[src/rtl/hammu_hamnhan_ip_if.sv]
// AXI4-Lite bundle for the multiply/exponent peripheral.
// The slave modport faces the peripheral and the master modport faces the bus driver.
interface hammu_hamnhan_ip_if #(
    parameter int C_S_AXI_DATA_WIDTH = 32,
    parameter int C_S_AXI_ADDR_WIDTH = 32
);
    logic [C_S_AXI_ADDR_WIDTH-1:0]     awaddr;
    logic                              awvalid;
    logic                              awready;
    logic [C_S_AXI_DATA_WIDTH-1:0]     wdata;
    logic [C_S_AXI_DATA_WIDTH/8-1:0]   wstrb;
    logic                              wvalid;
    logic                              wready;
    logic                              bvalid;
    logic [1:0]                        bresp;
    logic                              bready;
    logic [C_S_AXI_ADDR_WIDTH-1:0]     araddr;
    logic                              arvalid;
    logic                              arready;
    logic [C_S_AXI_DATA_WIDTH-1:0]     rdata;
    logic                              rvalid;
    logic [1:0]                        rresp;
    logic                              rready;

    modport slave (
        input  awaddr, awvalid, wdata, wstrb, wvalid, bready, araddr, arvalid, rready,
        output awready, wready, bvalid, bresp, arready, rdata, rvalid, rresp
    );

    modport master (
        output awaddr, awvalid, wdata, wstrb, wvalid, bready, araddr, arvalid, rready,
        input  awready, wready, bvalid, bresp, arready, rdata, rvalid, rresp
    );
endinterface

[src/rtl/hammu_hamnhan_ip.sv]
// AXI4-Lite peripheral: P = A*B or P = A^B mod 2^32, selected by SELECT bit0.
// The exponent is computed square-and-multiply, one exponent bit per cycle, LSB first.
//
// state  | meaning
// S_IDLE | no computation running; done shows whether the last run finished
// S_MUL  | single-cycle product, result written to P on exit
// S_EXP  | one exponent bit consumed per cycle; exit when exponent exhausted
module hammu_hamnhan_ip #(
    parameter int C_S_AXI_DATA_WIDTH = 32,
    parameter int C_S_AXI_ADDR_WIDTH = 32
) (
    input  logic                S_AXI_ACLK,
    input  logic                S_AXI_ARESETN,
    hammu_hamnhan_ip_if.slave   s_axi
);

    typedef enum logic [1:0] {
        S_IDLE = 2'd0,
        S_MUL  = 2'd1,
        S_EXP  = 2'd2
    } state_t;

    state_t      r_state;
    state_t      w_state_nxt;

    logic        r_wr_ready;
    logic        r_bvalid;
    logic        r_arready;
    logic        r_rvalid;
    logic [31:0] r_rdata;

    logic [31:0] r_a;
    logic [31:0] r_b;
    logic        r_sel;
    logic [31:0] r_p;
    logic        r_done;

    logic [31:0] r_base;
    logic [31:0] r_exp;
    logic [31:0] r_acc;

    logic        w_wr_hs;
    logic        w_rd_hs;
    logic [2:0]  w_wr_idx;
    logic [2:0]  w_rd_idx;
    logic        w_busy;
    logic        w_start;
    logic        w_finish;
    logic [31:0] w_rd_mux;
    logic        w_unused;

    function automatic logic [31:0] f_strb_merge(
        input logic [31:0] old_val,
        input logic [31:0] new_val,
        input logic [3:0]  strb
    );
        logic [31:0] res;
        res = old_val;
        for (int i = 0; i < 4; i++) begin
            if (strb[i]) res[i*8 +: 8] = new_val[i*8 +: 8];
        end
        return res;
    endfunction

    assign w_wr_hs  = r_wr_ready & s_axi.awvalid & s_axi.wvalid;
    assign w_rd_hs  = r_arready & s_axi.arvalid;
    assign w_wr_idx = s_axi.awaddr[4:2];
    assign w_rd_idx = s_axi.araddr[4:2];
    assign w_busy   = (r_state != S_IDLE);

    // A START request made while a run is in progress is acknowledged on the bus but dropped
    assign w_start  = w_wr_hs && (w_wr_idx == 3'd3) && s_axi.wstrb[0] && s_axi.wdata[0] && !w_busy;

    assign w_unused = &{1'b0, s_axi.awaddr[C_S_AXI_ADDR_WIDTH-1:5], s_axi.awaddr[1:0],
                        s_axi.araddr[C_S_AXI_ADDR_WIDTH-1:5], s_axi.araddr[1:0]};

    always_comb begin
        w_state_nxt = r_state;
        w_finish    = 1'b0;
        case (r_state)
            S_IDLE: begin
                if (w_start) w_state_nxt = r_sel ? S_EXP : S_MUL;
            end
            S_MUL: begin
                w_finish    = 1'b1;
                w_state_nxt = S_IDLE;
            end
            S_EXP: begin
                if (r_exp == 32'd0) begin
                    w_finish    = 1'b1;
                    w_state_nxt = S_IDLE;
                end
            end
            default: w_state_nxt = S_IDLE;
        endcase
    end

    always_comb begin
        w_rd_mux = 32'd0;
        case (w_rd_idx)
            3'd0:    w_rd_mux = r_a;
            3'd1:    w_rd_mux = r_b;
            3'd2:    w_rd_mux = {31'd0, r_sel};
            3'd4:    w_rd_mux = r_p;
            3'd5:    w_rd_mux = {30'd0, w_busy, r_done};
            default: w_rd_mux = 32'd0;
        endcase
    end

    always_ff @(posedge S_AXI_ACLK) begin
        if (!S_AXI_ARESETN) begin
            r_state    <= S_IDLE;
            r_wr_ready <= 1'b0;
            r_bvalid   <= 1'b0;
            r_arready  <= 1'b0;
            r_rvalid   <= 1'b0;
            r_rdata    <= 32'd0;
            r_a        <= 32'd0;
            r_b        <= 32'd0;
            r_sel      <= 1'b0;
            r_p        <= 32'd0;
            r_done     <= 1'b0;
            r_base     <= 32'd0;
            r_exp      <= 32'd0;
            r_acc      <= 32'd0;
        end else begin
            r_state <= w_state_nxt;

            // Ready is a one-cycle pulse; the self-clear term prevents a second accept
            r_wr_ready <= s_axi.awvalid & s_axi.wvalid & ~r_bvalid & ~r_wr_ready;
            if (w_wr_hs) begin
                r_bvalid <= 1'b1;
                case (w_wr_idx)
                    3'd0: r_a <= f_strb_merge(r_a, s_axi.wdata, s_axi.wstrb);
                    3'd1: r_b <= f_strb_merge(r_b, s_axi.wdata, s_axi.wstrb);
                    3'd2: if (s_axi.wstrb[0]) r_sel <= s_axi.wdata[0];
                    default: ;
                endcase
            end else if (r_bvalid && s_axi.bready) begin
                r_bvalid <= 1'b0;
            end

            r_arready <= s_axi.arvalid & ~r_rvalid & ~r_arready;
            if (w_rd_hs) begin
                r_rvalid <= 1'b1;
                r_rdata  <= w_rd_mux;
            end else if (r_rvalid && s_axi.rready) begin
                r_rvalid <= 1'b0;
            end

            // Operands are snapshotted so later register writes cannot disturb a run
            if (w_start) begin
                r_base <= r_a;
                r_exp  <= r_b;
                r_acc  <= 32'd1;
                r_done <= 1'b0;
            end else if (r_state == S_EXP && r_exp != 32'd0) begin
                if (r_exp[0]) r_acc <= r_acc * r_base;
                r_base <= r_base * r_base;
                r_exp  <= {1'b0, r_exp[31:1]};
            end

            if (w_finish) begin
                r_p    <= (r_state == S_MUL) ? (r_base * r_exp) : r_acc;
                r_done <= 1'b1;
            end
        end
    end

    assign s_axi.awready = r_wr_ready;
    assign s_axi.wready  = r_wr_ready;
    assign s_axi.bvalid  = r_bvalid;
    assign s_axi.bresp   = 2'b00;
    assign s_axi.arready = r_arready;
    assign s_axi.rdata   = r_rdata;
    assign s_axi.rvalid  = r_rvalid;
    assign s_axi.rresp   = 2'b00;

endmodule

[src/flat_wrapper.sv]
// flat-port wrapper written by rule: the top's interface ports become plain ports
module hammu_hamnhan_ip_flat 
#(
    parameter int C_S_AXI_DATA_WIDTH = 32,
    parameter int C_S_AXI_ADDR_WIDTH = 32
)
  (S_AXI_ACLK, S_AXI_ARESETN, s_axi_awaddr, s_axi_awvalid, s_axi_wdata, s_axi_wstrb, s_axi_wvalid, s_axi_bready, s_axi_araddr, s_axi_arvalid, s_axi_rready, s_axi_awready, s_axi_wready, s_axi_bvalid, s_axi_bresp, s_axi_arready, s_axi_rdata, s_axi_rvalid, s_axi_rresp);
  hammu_hamnhan_ip_if #(.C_S_AXI_DATA_WIDTH(C_S_AXI_DATA_WIDTH), .C_S_AXI_ADDR_WIDTH(C_S_AXI_ADDR_WIDTH)) s_axi_i ();
  input  logic S_AXI_ACLK;
  input  logic S_AXI_ARESETN;
  input wire logic [$bits(s_axi_i.awaddr)-1:0] s_axi_awaddr;
  input wire logic [$bits(s_axi_i.awvalid)-1:0] s_axi_awvalid;
  input wire logic [$bits(s_axi_i.wdata)-1:0] s_axi_wdata;
  input wire logic [$bits(s_axi_i.wstrb)-1:0] s_axi_wstrb;
  input wire logic [$bits(s_axi_i.wvalid)-1:0] s_axi_wvalid;
  input wire logic [$bits(s_axi_i.bready)-1:0] s_axi_bready;
  input wire logic [$bits(s_axi_i.araddr)-1:0] s_axi_araddr;
  input wire logic [$bits(s_axi_i.arvalid)-1:0] s_axi_arvalid;
  input wire logic [$bits(s_axi_i.rready)-1:0] s_axi_rready;
  output wire logic [$bits(s_axi_i.awready)-1:0] s_axi_awready;
  output wire logic [$bits(s_axi_i.wready)-1:0] s_axi_wready;
  output wire logic [$bits(s_axi_i.bvalid)-1:0] s_axi_bvalid;
  output wire logic [$bits(s_axi_i.bresp)-1:0] s_axi_bresp;
  output wire logic [$bits(s_axi_i.arready)-1:0] s_axi_arready;
  output wire logic [$bits(s_axi_i.rdata)-1:0] s_axi_rdata;
  output wire logic [$bits(s_axi_i.rvalid)-1:0] s_axi_rvalid;
  output wire logic [$bits(s_axi_i.rresp)-1:0] s_axi_rresp;
  assign s_axi_i.awaddr = s_axi_awaddr;
  assign s_axi_i.awvalid = s_axi_awvalid;
  assign s_axi_i.wdata = s_axi_wdata;
  assign s_axi_i.wstrb = s_axi_wstrb;
  assign s_axi_i.wvalid = s_axi_wvalid;
  assign s_axi_i.bready = s_axi_bready;
  assign s_axi_i.araddr = s_axi_araddr;
  assign s_axi_i.arvalid = s_axi_arvalid;
  assign s_axi_i.rready = s_axi_rready;
  assign s_axi_awready = s_axi_i.awready;
  assign s_axi_wready = s_axi_i.wready;
  assign s_axi_bvalid = s_axi_i.bvalid;
  assign s_axi_bresp = s_axi_i.bresp;
  assign s_axi_arready = s_axi_i.arready;
  assign s_axi_rdata = s_axi_i.rdata;
  assign s_axi_rvalid = s_axi_i.rvalid;
  assign s_axi_rresp = s_axi_i.rresp;
  hammu_hamnhan_ip #(.C_S_AXI_DATA_WIDTH(C_S_AXI_DATA_WIDTH), .C_S_AXI_ADDR_WIDTH(C_S_AXI_ADDR_WIDTH)) u_core (.S_AXI_ACLK(S_AXI_ACLK), .S_AXI_ARESETN(S_AXI_ARESETN), .s_axi(s_axi_i));
endmodule
[config.mk]
export PLATFORM = sky130hd
export DESIGN_NAME = hammu_hamnhan_ip_flat
export DESIGN_NICKNAME = d
export VERILOG_FILES = /design/src/rtl/hammu_hamnhan_ip_if.sv /design/src/rtl/hammu_hamnhan_ip.sv /design/src/flat_wrapper.sv
export SDC_FILE = /design/constraint.sdc
export NUM_CORES = 2
export LEC_CHECK = 0
export CAP_MARGIN = 10
export CORE_UTILIZATION = 55
export CTS_CLUSTER_SIZE = 20
export DETAILED_ROUTE_END_ITERATION = 12
export PLACE_DENSITY = 0.72
export SYNTH_ARGS = -nofsm -noshare
export SYNTH_HDL_FRONTEND = slang
export SYNTH_SLANG_ARGS = --single-unit
export TNS_END_PERCENT = 50
[constraint.sdc]
create_clock -name S_AXI_ACLK -period 19.29 [get_ports S_AXI_ACLK]
set_clock_uncertainty 0.05 [all_clocks]
set_input_delay 3.858 -clock S_AXI_ACLK [delete_from_list [all_inputs] [get_ports S_AXI_ACLK]]
set_output_delay 3.858 -clock S_AXI_ACLK [all_outputs]
set_load 0.01 [all_outputs]
Word-level counts from Yosys, hierarchy flattened
Index checks and enable logic that the tools add are counted.
{"block": "totals", "reg_bits": 232, "input_bits": 107, "output_inout_bits": 41, "wordCells": 101}
{"block": "op_classes", "n_mul": 3, "eq_ne": 11, "mux": 21, "bitwise": 13, "n_reduce_logical": 32}
{"cell": "32-bit two-way mux", "count": 5}
{"cell": "32-bit one-hot mux with 5 select lines", "count": 1}
{"cell": "32-bit by 32-bit multiplier with 32-bit output", "count": 3}
{"cell": "32-bit zero test", "count": 1}
{"cell": "32-bit nonzero test", "count": 1}
{"cell": "3-bit AND reduction", "count": 9}
{"cell": "2-bit nonzero test", "count": 6}
{"cell": "1-bit two-way mux", "count": 10}
{"cell": "3-bit by 2-bit equality test with 1-bit output, second input constant", "count": 3}
{"cell": "1-bit AND", "count": 8}
{"cell": "1-bit logical AND", "count": 7}
{"cell": "3-bit by 1-bit equality test with 1-bit output, second input constant", "count": 2}
{"cell": "3-bit equality test, second input constant", "count": 2}
{"cell": "3-bit zero test", "count": 2}
{"cell": "2-bit two-way mux", "count": 3}
{"cell": "2-bit AND reduction", "count": 3}
{"cell": "1-bit NOT", "count": 5}
{"cell": "2-bit by 1-bit != test with 1-bit output, second input constant", "count": 2}
{"cell": "2-bit one-hot mux with 2 select lines", "count": 1}
{"cell": "2-bit by 1-bit equality test with 1-bit output, second input constant", "count": 1}
{"cell": "2-bit equality test, second input constant", "count": 1}
{"cell": "2-bit zero test", "count": 1}
{"cell": "1-bit one-hot mux with 2 select lines", "count": 1}
{"cell": "2-bit OR reduction", "count": 1}
{"cell": "1-bit zero test", "count": 1}

Logic depth before layout (Yosys ltp)
{"block": "depth", "ltp_word": 8, "ltp_mapped": 28, "mapped_depth_nobuf": 26}

Least setup slack after synthesis
OpenSTA, ideal clock, no wires.
{"block": "synth_timing", "kind": "register -> register", "from": "reg u_core.r_base[4]", "to": "reg u_core.r_base[28]", "setup_ns": 0.122, "arrival_time_ns": 7.219, "t_required_ns": 19.118, "path_slack_ns": 11.899, "path_stages_with_launch": 28, "cell_sequence": "dfxtp_1 -> clkbuf_1 -> clkbuf_1 -> clkbuf_1 -> nand2_1 -> fa_1 -> inv_1 -> fa_1 -> inv_1 -> fa_1 -> fa_1 -> inv_1 -> fa_1 -> inv_1 -> fa_1 -> inv_1 -> fa_1 -> fa_1 -> ha_1 -> a21o_1 -> a21o_1 -> a21o_1 -> a21oi_1 -> o21ai_0 -> a211o_1 -> a21oi_1 -> xor2_1 -> a21oi_1"}
{"block": "synth_via", "elab_chain_cells": 3}
{"item": "start: declaration", "line": "hammu_hamnhan_ip.sv:38", "rtl": "logic [31:0] r_base;"}
{"item": "start signal: assignment", "line": "hammu_hamnhan_ip.sv:153", "rtl": "r_base <= r_a;"}
{"item": "start signal: assignment", "line": "hammu_hamnhan_ip.sv:159", "rtl": "r_base <= r_base * r_base;"}
{"item": "32-bit by 32-bit multiplier with 32-bit output", "line": "hammu_hamnhan_ip.sv:159"}
{"item": "32-bit two-way mux", "line": "hammu_hamnhan_ip.sv:157", "rtl": "end else if (r_state == S_EXP && r_exp != 32'd0) begin"}
{"item": "32-bit two-way mux", "line": "hammu_hamnhan_ip.sv:152", "rtl": "if (w_start) begin"}
No other way between the ends. The select of a mux whose other input is x is not followed.
A chain may end at the register's enable or synchronous reset.

Worst setup path in the final report
{"block": "layout_timing", "from": "reg u_core.r_base[10]", "to": "reg u_core.r_p[31]"}
{"block": "layout_via", "elab_chain_cells": 2}
{"item": "32-bit by 32-bit multiplier with 32-bit output", "line": "hammu_hamnhan_ip.sv:164", "rtl": "r_p <= (r_state == S_MUL) ? (r_base * r_exp) : r_acc;"}
{"item": "32-bit two-way mux", "line": "hammu_hamnhan_ip.sv:164"}
{"item": "end signal: assignment", "line": "hammu_hamnhan_ip.sv:164"}
{"item": "end: declaration", "line": "hammu_hamnhan_ip.sv:35", "rtl": "logic [31:0] r_p;"}
No other way between the ends.

==> results.md <==
- Peak fanout along the critical path: 35
- CTS root buf: clkbuf_16
- Final setup viols: 0
- Core area: 0.0973 mm2
- Post-CTS Setup Inserts: 0
- Leakage power: 0.0285 uW
- Commonest register cell after synthesis: dfxtp_1
- Fill count: 8,549
- CP Buf/Inv Count: 5
- Worst slew pin tran: 1.15 ns
- WP data arrival: 8.98 ns
- Rows: 114
- Sequential fraction of design power: 0.443
- Critical path class: reg -> reg
- Maxcap violations: 0
- Clk Latency, worst-skew pair: 0.61 ns
- Final Max Slew Viols: 0
- CP Data Required Time: 19.70 ns
- CTS clk-pin slew, worst paths: ~0.060 ns
- Vias in the first global route: ~44k
- Slew headroom: 0.234
- Worst ir drop on vdd: about 0.065 mV
- Area Growth Syn to Fin: 5.12%
- Final hold slack: slightly above 0.4 ns
- CP Cell Sequence: buf_4 > and2_1 > fa_1 > fa_1 > fa_1 > inv_1 > fa_1 > inv_1 > fa_1 > inv_1 > fa_1 > inv_1 > fa_1 > fa_1 > ha_1 > nand3_1 > or3_4 > nor4_4 > nor2_1 > a21o_1 > o21ai_2 > a31oi_1 > xnor2_1 > a31oi_1
- Setup crit end kind: flop
- Worst Setup Start Kind: flop
- Combined area of the multi-input logic cells: 0.0437 mm2
- Initial antenna violation count: 5
- Seq cells post-synth: 232
- FF-to-FF path depth: 24
- Global-route wire length before repair: 247,000 um
- CTS buffer count: 28
- PD cells: ~19 mW/mm2
- Comb pwr share: 0.035
- Top-count cell post-synth: inv_1
- Area after DPL: 0.0562 mm2
- Largest net degree at the start of global routing: between 80 and 90
- Die H: about 320 um
- Crit Reg-Reg Endpoint: u_core.r_p[31]$_SDFFE_PN0P_
- Post-DR wirelength/cell: 21.2 um
- Sw frac: 0.238
- Reg2reg start: u_core.r_base[10]$_SDFFE_PN0P_
- Outcome: completed
- Fin util: 0.588
- Post-CTS Hold Buffers: 0
- Slowest CP cell: dfxtp_2
- Final Cell Area: approximately 0.057 mm2
- DRT antenna net count: 0
- CP Depth: 24
- Gpl congestion: 0.940
- Reg area: around 0.0047 mm2
- # resized after CTS: 0
- HP Class: reg -> reg
- Area leader, netlist: fa_1
- Synth top area share: 0.434
- Final net count: 7,592
- DRT iter0 DRCs: 3,091
- Clock tree buffer depth: 3
- RSZ-0062 raised after global routing: false
- Post-Route WL: roughly 150,000 um
- Post-synth top cells: 1,238 x inv_1, 1,180 x fa_1, 830 x nand2_1, 687 x and2_1, 381 x ha_1
- Non-Filler Instances: 7,224
- Tot GR Track Use: 0.320
- # clock sinks: 232
- Switching Power: 258 uW
- Die area: approximately 0.1 mm2
- Mapped Area: 0.0544 mm2
- H-Tree Depth: 1
- Detailed-route via count: ~40k
- Crit share post-route: 0.444
- Worst R2R Setup Slack: ~11 ns
- Count of different cell masters after synthesis: a little under 70
- Final Hold Fails: 0
- Mean post-synth cell area: 8.93 um2
- Cells after Synth: 6,086
- TritonCTS clock tree: yes
- Worst setup path start: u_core.r_base[10]$_SDFFE_PN0P_
- Fmax: 117 MHz
- Post-synth EDFFs: 0
- Port bufs: 85
- Seq/Total Area, Yosys: 0.0854
- Synth area leaders: fa_1 43%, ha_1 8.8%, inv_1 8.5%
- Clock power frac: 0.522
- Power Internal: ~830 uW
- Via-per-instance ratio: 5.67
- Initial DRT Pass Iterations: 9
- Async set-reset flop share out of synthesis: 0
- Top cell by count, worst path: fa_1
- Final Critical Period: 8.57 ns
- Die W: between 300 and 400 um
- Initial Util: 0.559
- Setup_tns: 0 ns
- Critical path's top delay family: adder cells
- Synth Warn #: 0
- Layout cells sized above 1: 0.0308
- IO Pins: 148
- Biggest cell delay along the critical path: 0.90 ns
- DP HPWL: roughly 110,000 um
- Worst setup endpoint: u_core.r_p[31]$_SDFFE_PN0P_
- DRC viols: 0
- Inst Count DP: 7,170
- GRT Residual Overflow: 0
[cell families after synthesis]
logic type	Yosys count	synth area share
multiplexers	126	0.0237
adder cells (fa/ha/maj)	1561	0.522
buffers and inverters	1607	0.111
AND/OR/NAND/NOR	1870	0.166
flip-flops	232	0.0854
XOR/XNOR	220	0.0357
other	1	0.0000690
AO/OA/AOI/OAI	469	0.0558
[area by class of cell]
type / instances / share of cell area
timing repair buffer: 174 / 0.0267
multi-input combinational: 4250 / 0.765
clock inverter: 9 / 0.00276
tap: 1276 / 0.0279
sequential: 232 / 0.0820
inverter: 1238 / 0.0814
antenna: 2 / 0.0000876
clock buffer: 43 / 0.0143
[power groups by stage]
| stage | sequential [uW] | clock (uW) | combinational (uW) |
|---|---|---|---|
| 6_report | 480 | 566 | 38.0 |
| 5_1_grt | 480 | 586 | 39.9 |
| 4_1_cts | 480 | 567 | 37.4 |
| 3_5_place_dp | 491 | 0 | 37.4 |
| 3_3_place_gp | 491 | 0 | 37.3 |
| 2_1_floorplan | 491 | 0 | 17.2 |
[cells in the final DEF, fill, tap and decap left out, drive strengths merged, types with 11 or more instances in the layout]
cell type / netlist / routed
inv: 1238 / 1239
fa: 1180 / 1180
nand2: 830 / 830
and2: 687 / 687
ha: 381 / 381
nor2: 243 / 243
dfxtp: 232 / 232
xnor2: 170 / 170
a21oi: 139 / 139
mux2i: 124 / 124
o21ai: 97 / 97
buf: 26 / 90
clkdlybuf4s50: 0 / 84
xor2: 49 / 49
clkbuf: 343 / 43
a311oi: 42 / 42
a22oi: 36 / 36
a21o: 30 / 30
a211oi: 24 / 24
a31oi: 19 / 19
nor3: 19 / 19
nand3: 17 / 17
o211ai: 15 / 15
o21bai: 13 / 13
nor4: 13 / 13
nand2b: 12 / 12
o21a: 12 / 12
nor2b: 11 / 11
[state kept, by name (all words and copies together) (netlist names)]
signal,flops
u_core.r_b,32
u_core.r_exp,32
u_core.r_p,32
u_core.s_axi.bvalid,1
u_core.r_acc,32
u_core.s_axi.awready,1
u_core.s_axi.rvalid,1
u_core.s_axi.arready,1
u_core.r_sel,1
u_core.r_state,2
u_core.r_done,1
u_core.r_base,32
u_core.s_axi.rdata,32
u_core.r_a,32
[worst min path at each step]
stage	startpoint	to	slack (ns)	cells past startpoint
floorplan	u_core.r_a[0]$_SDFFE_PN0P_	u_core.r_base[0]$_SDFFE_PN0P_	0.39	2
global placement	u_core.r_a[0]$_SDFFE_PN0P_	u_core.r_base[0]$_SDFFE_PN0P_	0.40	2
detailed placement	u_core.r_a[0]$_SDFFE_PN0P_	u_core.r_base[0]$_SDFFE_PN0P_	0.41	2
CTS	u_core.r_a[0]$_SDFFE_PN0P_	u_core.r_base[0]$_SDFFE_PN0P_	0.42	2
global route	u_core.r_a[0]$_SDFFE_PN0P_	u_core.r_base[0]$_SDFFE_PN0P_	0.44	2
finish	u_core.r_a[0]$_SDFFE_PN0P_	u_core.r_base[0]$_SDFFE_PN0P_	0.41	2
[worst min-delay path, delay by kind of cell, from the launching register on]
| kind | cells | cell delay [ns] |
|---|---|---|
| DFF | 1 | 0.32 |
| AOI/OAI and AO/OA | 1 | 0.05 |
| and+or+nand+nor | 1 | 0.06 |
[layer usage]
| layer | share of wire | vias to the layer above | routed length [um] | track usage |
|---|---|---|---|---|
| li1 | - | 17800 | - | - |
| met1 | 0.40 | 20900 | 60800 | 0.431 |
| met4 | 0.043 | 6 | 6530 | 0.114 |
| met5 | 0.00026 | - | 40 | 0 |
| met2 | 0.46 | 1839 | 70900 | 0.512 |
| met3 | 0.098 | 382 | 15100 | 0.0696 |
[metrics by stage]
step | power [uW] | setup WS [ns]
5_1_grt | 1110 | 10.35
2_1_floorplan | 508 | 11.90
4_1_cts | 1090 | 10.74
3_5_place_dp | 528 | 10.79
3_3_place_gp | 528 | 10.89
6_report | 1080 | 10.72
(Power assumes the default switching activity.)
